$ cat src/rtl/ram_port_arbiter.sv
// ram_port_arbiter
// Arbitrates a single shared RAM command port between an SPI-side requester
// and a host-side requester. Once granted, a requester keeps the port across
// address commands (00 / 10) and releases it after a write-data command (01)
// or after the read data for a read-data command (11) has come back.
// Simultaneous requests from IDLE are resolved round-robin, and the SPI side
// wins the first tie after reset.
//
// Optional feature macro: ARB_TIMEOUT_EN
//   When the macro is defined, a lock that makes no progress for LOCK_TIMEOUT
//   cycles is released by force. err_timeout pulses for one cycle on release.
//   When the macro is undefined, a lock is held indefinitely and err_timeout
//   is tied low.
module ram_port_arbiter #(
    parameter int LOCK_TIMEOUT = 64
) (
    input  logic       clk,
    input  logic       rst_n,
    // SPI-side requester
    input  logic [9:0] spi_din,
    input  logic       spi_valid,
    output logic       spi_ready,
    output logic [7:0] spi_dout,
    output logic       spi_dout_valid,
    // host-side requester
    input  logic [9:0] hst_din,
    input  logic       hst_valid,
    output logic       hst_ready,
    output logic [7:0] hst_dout,
    output logic       hst_dout_valid,
    // shared RAM port
    output logic [9:0] ram_din,
    output logic       ram_rx_valid,
    input  logic [7:0] ram_dout,
    input  logic       ram_tx_valid,
    // forced lock release indication
    output logic       err_timeout
);

    // Command codes carried in din[9:8]
    localparam logic [1:0] CMD_WR_ADDR = 2'b00;
    localparam logic [1:0] CMD_WR_DATA = 2'b01;
    localparam logic [1:0] CMD_RD_ADDR = 2'b10;
    localparam logic [1:0] CMD_RD_DATA = 2'b11;

    typedef enum logic [1:0] {
        IDLE    = 2'b00,
        OWN_SPI = 2'b01,
        OWN_HST = 2'b10,
        WAIT_RD = 2'b11
    } state_t;

    // Extracts the command code from a requester word.
    function automatic logic [1:0] f_cmd(input logic [9:0] din);
        return din[9:8];
    endfunction

    // Address commands keep the lock; data commands end the grant.
    function automatic logic f_is_addr_cmd(input logic [1:0] cmd);
        return (cmd == CMD_WR_ADDR) || (cmd == CMD_RD_ADDR);
    endfunction

    state_t     r_state;
    state_t     w_state_nxt;
    logic       r_last_hst;         // 1: host was granted most recently
    logic       w_last_hst_nxt;
    logic       r_rd_owner_hst;     // 1: pending read belongs to host
    logic       w_rd_owner_hst_nxt;

    logic       w_spi_hs;
    logic       w_hst_hs;
    logic       w_fwd;
    logic [9:0] w_fwd_din;
    logic       w_ret_spi;
    logic       w_ret_hst;
    logic       w_tmo_fire;

    logic [9:0] r_ram_din;
    logic       r_ram_rx_valid;
    logic [7:0] r_spi_dout;
    logic       r_spi_dout_valid;
    logic [7:0] r_hst_dout;
    logic       r_hst_dout_valid;

    // Ready depends only on the state, so both sides can never be ready together.
    assign spi_ready = (r_state == OWN_SPI);
    assign hst_ready = (r_state == OWN_HST);
    assign w_spi_hs  = spi_valid & spi_ready;
    assign w_hst_hs  = hst_valid & hst_ready;

    assign ram_din        = r_ram_din;
    assign ram_rx_valid   = r_ram_rx_valid;
    assign spi_dout       = r_spi_dout;
    assign spi_dout_valid = r_spi_dout_valid;
    assign hst_dout       = r_hst_dout;
    assign hst_dout_valid = r_hst_dout_valid;

    // State, round-robin pointer and read-owner registers.
    always_ff @(posedge clk or negedge rst_n) begin
        if (!rst_n) begin
            r_state        <= IDLE;
            r_last_hst     <= 1'b1;
            r_rd_owner_hst <= 1'b0;
        end else begin
            r_state        <= w_state_nxt;
            r_last_hst     <= w_last_hst_nxt;
            r_rd_owner_hst <= w_rd_owner_hst_nxt;
        end
    end

    // Next-state decode, grant selection, forwarding and read-return steering.
    always_comb begin
        w_state_nxt        = r_state;
        w_last_hst_nxt     = r_last_hst;
        w_rd_owner_hst_nxt = r_rd_owner_hst;
        w_fwd              = 1'b0;
        w_fwd_din          = 10'd0;
        w_ret_spi          = 1'b0;
        w_ret_hst          = 1'b0;
        case (r_state)
            IDLE: begin
                if (spi_valid && !hst_valid) begin
                    w_state_nxt    = OWN_SPI;
                    w_last_hst_nxt = 1'b0;
                end else if (!spi_valid && hst_valid) begin
                    w_state_nxt    = OWN_HST;
                    w_last_hst_nxt = 1'b1;
                end else if (spi_valid && hst_valid) begin
                    // Tie goes to whichever side was not granted last.
                    if (r_last_hst) begin
                        w_state_nxt    = OWN_SPI;
                        w_last_hst_nxt = 1'b0;
                    end else begin
                        w_state_nxt    = OWN_HST;
                        w_last_hst_nxt = 1'b1;
                    end
                end else begin
                    w_state_nxt = IDLE;
                end
            end
            OWN_SPI: begin
                if (w_spi_hs) begin
                    w_fwd     = 1'b1;
                    w_fwd_din = spi_din;
                    if (f_cmd(spi_din) == CMD_WR_DATA) begin
                        w_state_nxt = IDLE;
                    end else if (f_cmd(spi_din) == CMD_RD_DATA) begin
                        w_state_nxt        = WAIT_RD;
                        w_rd_owner_hst_nxt = 1'b0;
                    end else if (f_is_addr_cmd(f_cmd(spi_din))) begin
                        w_state_nxt = OWN_SPI;
                    end else begin
                        w_state_nxt = IDLE;
                    end
                end else if (w_tmo_fire) begin
                    w_state_nxt = IDLE;
                end else begin
                    w_state_nxt = OWN_SPI;
                end
            end
            OWN_HST: begin
                if (w_hst_hs) begin
                    w_fwd     = 1'b1;
                    w_fwd_din = hst_din;
                    if (f_cmd(hst_din) == CMD_WR_DATA) begin
                        w_state_nxt = IDLE;
                    end else if (f_cmd(hst_din) == CMD_RD_DATA) begin
                        w_state_nxt        = WAIT_RD;
                        w_rd_owner_hst_nxt = 1'b1;
                    end else if (f_is_addr_cmd(f_cmd(hst_din))) begin
                        w_state_nxt = OWN_HST;
                    end else begin
                        w_state_nxt = IDLE;
                    end
                end else if (w_tmo_fire) begin
                    w_state_nxt = IDLE;
                end else begin
                    w_state_nxt = OWN_HST;
                end
            end
            WAIT_RD: begin
                // A returning read wins over a timeout in the same cycle.
                if (ram_tx_valid) begin
                    w_state_nxt = IDLE;
                    if (r_rd_owner_hst) begin
                        w_ret_hst = 1'b1;
                    end else begin
                        w_ret_spi = 1'b1;
                    end
                end else if (w_tmo_fire) begin
                    w_state_nxt = IDLE;
                end else begin
                    w_state_nxt = WAIT_RD;
                end
            end
            default: begin
                w_state_nxt = IDLE;
            end
        endcase
    end

    // RAM command forwarding, one cycle after the handshake.
    always_ff @(posedge clk or negedge rst_n) begin
        if (!rst_n) begin
            r_ram_din      <= 10'd0;
            r_ram_rx_valid <= 1'b0;
        end else begin
            r_ram_rx_valid <= w_fwd;
            if (w_fwd) begin
                r_ram_din <= w_fwd_din;
            end else begin
                r_ram_din <= r_ram_din;
            end
        end
    end

    // Read-data return to the recorded owner; data holds until the next return.
    always_ff @(posedge clk or negedge rst_n) begin
        if (!rst_n) begin
            r_spi_dout       <= 8'd0;
            r_spi_dout_valid <= 1'b0;
            r_hst_dout       <= 8'd0;
            r_hst_dout_valid <= 1'b0;
        end else begin
            r_spi_dout_valid <= w_ret_spi;
            r_hst_dout_valid <= w_ret_hst;
            if (w_ret_spi) begin
                r_spi_dout <= ram_dout;
            end else begin
                r_spi_dout <= r_spi_dout;
            end
            if (w_ret_hst) begin
                r_hst_dout <= ram_dout;
            end else begin
                r_hst_dout <= r_hst_dout;
            end
        end
    end

`ifdef ARB_TIMEOUT_EN
    localparam int TMO_W = (LOCK_TIMEOUT > 1) ? $clog2(LOCK_TIMEOUT) : 1;
    localparam logic [TMO_W-1:0] TMO_LAST = TMO_W'(LOCK_TIMEOUT - 1);

    logic [TMO_W-1:0] r_tmo_cnt;
    logic             w_tmo_count;
    logic             r_err_timeout;

    // A cycle counts as stalled when the owner makes no handshake or a read is outstanding.
    always_comb begin
        w_tmo_count = 1'b0;
        case (r_state)
            OWN_SPI: w_tmo_count = !w_spi_hs;
            OWN_HST: w_tmo_count = !w_hst_hs;
            WAIT_RD: w_tmo_count = !ram_tx_valid;
            default: w_tmo_count = 1'b0;
        endcase
    end

    // The LOCK_TIMEOUT-th consecutive stalled cycle forces the release.
    assign w_tmo_fire = w_tmo_count && (r_tmo_cnt == TMO_LAST);

    // Stall counter; any progress, state change or forced release clears it.
    always_ff @(posedge clk or negedge rst_n) begin
        if (!rst_n) begin
            r_tmo_cnt <= '0;
        end else if (w_tmo_count && !w_tmo_fire) begin
            r_tmo_cnt <= r_tmo_cnt + TMO_W'(1);
        end else begin
            r_tmo_cnt <= '0;
        end
    end

    // One-cycle error pulse that accompanies a forced release.
    always_ff @(posedge clk or negedge rst_n) begin
        if (!rst_n) begin
            r_err_timeout <= 1'b0;
        end else begin
            r_err_timeout <= w_tmo_fire;
        end
    end

    assign err_timeout = r_err_timeout;
`else
    // Without the timeout feature the lock is never broken.
    logic w_unused_cfg;
    assign w_unused_cfg = (LOCK_TIMEOUT > 0);
    assign w_tmo_fire   = 1'b0;
    assign err_timeout  = 1'b0;
`endif

endmodule

$ cat config.mk
export PLATFORM = sky130hd
export DESIGN_NAME = ram_port_arbiter
export DESIGN_NICKNAME = d
export VERILOG_FILES = /design/src/rtl/ram_port_arbiter.sv
export SDC_FILE = /design/constraint.sdc
export NUM_CORES = 1
export LEC_CHECK = 0
export CAP_MARGIN = 20
export CORE_MARGIN = 5
export CORE_UTILIZATION = 60
export CTS_BUF_LIST = sky130_fd_sc_hd__clkbuf_2
export DETAILED_ROUTE_END_ITERATION = 10
export DONT_BUFFER_PORTS = 1
export PLACE_DENSITY = 0.75
export SYNTH_ARGS = -nofsm -noshare
export SYNTH_HDL_FRONTEND = slang
export SYNTH_SLANG_ARGS = --single-unit
export TNS_END_PERCENT = 1
$ cat constraint.sdc
create_clock -name clk -period 2.17 [get_ports clk]
set_clock_uncertainty 0.1 [all_clocks]
set_input_delay 0.3255 -clock clk [delete_from_list [all_inputs] [get_ports clk]]
set_output_delay 0.3255 -clock clk [all_outputs]
set_load 0.1 [all_outputs]
==> results.txt <==
- Total negative slack: 0 ns
- Together, buffers and inverters on the worst path number 2.
- Main flop type after synthesis: sky130_fd_sc_hd__dfrtp_1
* Number of global-route vias before repair: 1098
* Worst R2R Start: r_state[1]
- Post-layout net count: 187
* Setup repair after global routing missed its margin: false
- Type of the most critical hold path: in2reg
- WL per Instance: roughly 20 um
- Final antenna-violating net count: 0
* Pin count of the biggest net entering global routing: 34
* Fraction of synthesis flops using an asynchronous set or reset pin: 1.000
- The synthesized design contains 0 enable-type register cells.
- Headroom to the max-slew limit came out at 0.3805.
* Count of port buffers added during placement: 0
- Summed over all layers, the routed wires come to 3.594 mm.
- Data arrival time of the critical path: 2.21 ns
* First-pass GRT wire length: ~5.3 mm
- The clock passes through at most 2 buffers.
* Launching element type of the critical path: register
* Status: finished clean
- Cell taking the most area after synthesis: sky130_fd_sc_hd__dfrtp_1
- The floorplan step set the die height to around 60 um.
* Half-perimeter wire length after placement: 2.258 mm
* Reg clk slew, reported paths: 0.18 ns
- Critical Path Start: r_state[1]
- Summing every instance area after synthesis gives 0.001479 mm2.
- Horizontal extent of the die: 59.65 um
- The pre-antenna-repair detailed-routing pass consisted of 4 iterations.
- Based on the critical path, the design can be clocked at up to 496.5 MHz.
- The floorplan step defined a die boundary enclosing 0.003558 mm2.
- Final count of hold timing violations: 0
- Counting flops and latches in the post-synthesis netlist gives 33.
- The worst path in the final design needs a cycle of between 2 and 2.5 ns, including I/O delays and setup.
- Synthesis produced 112 cells.
- TritonCTS built the clock tree.
- Inserted Clock Buffers: 5
- The total area inside the core boundary comes to 0.002410 mm2.
- Vias per cell: 5.939
- Number of H-tree levels: 2
* Top-Level Pins: 65
- Yosys printed 0 warnings.
- Crit-path max FO: 12
- STA classifies the critical path endpoint as a register.
- The tree is rooted in a sky130_fd_sc_hd__clkbuf_2.
- Relative to the synthesized area, the layout overhead comes to 25.89%.
- Number of violations reported at the end of detailed-routing iteration 0: 48
- Total number of vias: about 1.1k
- Leaving out fill and tap cells, the most frequent cell in the layout is sky130_fd_sc_hd__dfrtp_1.
- The number of nets in the synthesized netlist is 150.
* Finish-stage setup viols: 0
- Placer Congestion: 0.9594
* Worst-Margin Slew: just over 0.9 ns
* Clock Latency Late Sink: 0.37 ns
- Ordered cell list for the critical path: inv_1, ha_2, and2_4, nand3_1, dlygate4sd3_1, a32oi_1
* Area share of the largest cell type after synthesis: 0.5415
- # diodes: 0
- For the worst setup path, the data required time is 2.37 ns.
* Register area share after synthesis: 0.5592
* Biggest area contributors in the synthesized netlist: sky130_fd_sc_hd__dfrtp_1, sky130_fd_sc_hd__mux2_2, sky130_fd_sc_hd__a22o_1, sky130_fd_sc_hd__ha_1, sky130_fd_sc_hd__buf_6
- The startpoint identified for the worst hold timing path is spi_din[3].
- Share of the clock period used by the worst path: 0.9282
- Max Transition Viols Final: 0
* Starting utilization of the core area: 0.6137
- The largest single stage delay on the critical path is 0.56 ns.
- After detailed routing, the number of remaining DRC violations is 0.
* Antenna violations before repair: 0
* Overflow after GRT: 0
- Avg Synthesized Cell Area: ~13 um2
- The slowest stage of the critical path is the sky130_fd_sc_hd__dlygate4sd3_1 cell.
- Number of max-cap violations: 0
* Number of fill cells: approximately 160
- Share of cells above drive strength 1: 0.3200
* Cell type group with the largest total delay on the critical path: buffers and inverters
- Most frequent cells in the layout: sky130_fd_sc_hd__dfrtp_1, sky130_fd_sc_hd__a22o_1, sky130_fd_sc_hd__dlygate4sd3_1, sky130_fd_sc_hd__mux2_2, sky130_fd_sc_hd__buf_4
* Post-CTS Setup Bufs: 0
- Total Routing Usage GR: 0.2046
- The critical path is of the reg2reg type.
- Sink count of the clock tree: 33
- Number of rows created at floorplan: 18
- Distinct cell type count of the synthesized netlist: 24
## area by class of cell
cell class                 instances  area [um2]  share of cell area
inverter                           7       26.28             0.01411
clock inverter                     2       33.78             0.01815
timing repair buffer              35       322.8              0.1734
multi-input combinational         67       584.3              0.3138
sequential                        33       827.0              0.4442
clock buffer                       6       30.03             0.01613
tap                               30       37.54             0.02016
## routing by layer
metal	routed length, um	track usage	share of wire	vias to the layer above
met5	0	0	0	-
met4	12	0.06646	0.0033	0
met3	381	0.08932	0.11	2
met2	1750	0.3133	0.49	53
met1	1448	0.2599	0.40	533
li1	-	-	-	481
## stage by stage
step                std cells  hold slack, ns  utilization  setup slack, ns  cell area (um2)
global placement          152        -0.06935       0.6589           0.4939             1588
floorplan                 112        -0.07009            -           0.2633             1484
finish                    180         0.07615       0.7726           0.1559             1862
CTS                       174        0.002715       0.7477           0.3036             1802
global route              180         0.03619       0.7726          0.04721             1862
detailed placement        152        -0.06932       0.6589           0.4206             1588
## state kept, by name (all words and copies together) (netlist names)
signal,count
ram_din,10
hst_dout,8
spi_dout,8
r_state,2
hst_dout_valid,1
r_last_hst,1
r_rd_owner_hst,1
ram_rx_valid,1
spi_dout_valid,1
## synth_stat cells (2+ instances only)
cell	number
sky130_fd_sc_hd__inv_1	7
sky130_fd_sc_hd__ha_1	5
sky130_fd_sc_hd__nand2_1	5
sky130_fd_sc_hd__nand3_1	3
sky130_fd_sc_hd__o21ai_0	3
sky130_fd_sc_hd__buf_6	3
sky130_fd_sc_hd__dfrtp_1	32
sky130_fd_sc_hd__a32oi_1	2
sky130_fd_sc_hd__mux2_2	16
sky130_fd_sc_hd__a22o_1	19
sky130_fd_sc_hd__a21oi_1	3
sky130_fd_sc_hd__and2_4	2
## kinds of logic (layout without fill, tap and decap cells)
logic type | count (synthesis) | in the layout | share of synthesized area
fa+ha+maj | 5 | 5 | 0.04230
flops | 33 | 33 | 0.5592
mux | 16 | 16 | 0.1218
other cells | 1 | 1 | 0.002536
simple gates | 14 | 14 | 0.05754
buf+inv | 12 | 50 | 0.04907
compound gates | 31 | 31 | 0.1675
## worst register-to-register path: stages (launching register included)
cell,delay (ns)
sky130_fd_sc_hd__dfrtp_1,0.44
sky130_fd_sc_hd__inv_1,0.11
sky130_fd_sc_hd__ha_2,0.20
sky130_fd_sc_hd__and2_4,0.22
sky130_fd_sc_hd__nand3_1,0.08
sky130_fd_sc_hd__dlygate4sd3_1,0.56
sky130_fd_sc_hd__a32oi_1,0.22
## worst paths after layout
kind / end / cells past startpoint / slack, ns
min in group asynchronous: ram_rx_valid / 2 / 0.29
setup reg to reg: r_state[1] / 6 / 0.16
setup / recovery: r_state[1] / 6 / 0.16
max in group asynchronous: r_last_hst / 2 / 1.44
hold reg to reg: ram_din[9] / 1 / 0.44
hold / removal: ram_din[3] / 2 / 0.08
## timing repair
action | CTS | global route
gates resized for setup | 0 | 0
hold endpoints to repair | 50 | 4
hold buffers | 14 | 6
Power is left out: the tool's default activity adds up to more than one toggle a clock period on the data nets, which glitch-free logic cannot reach.
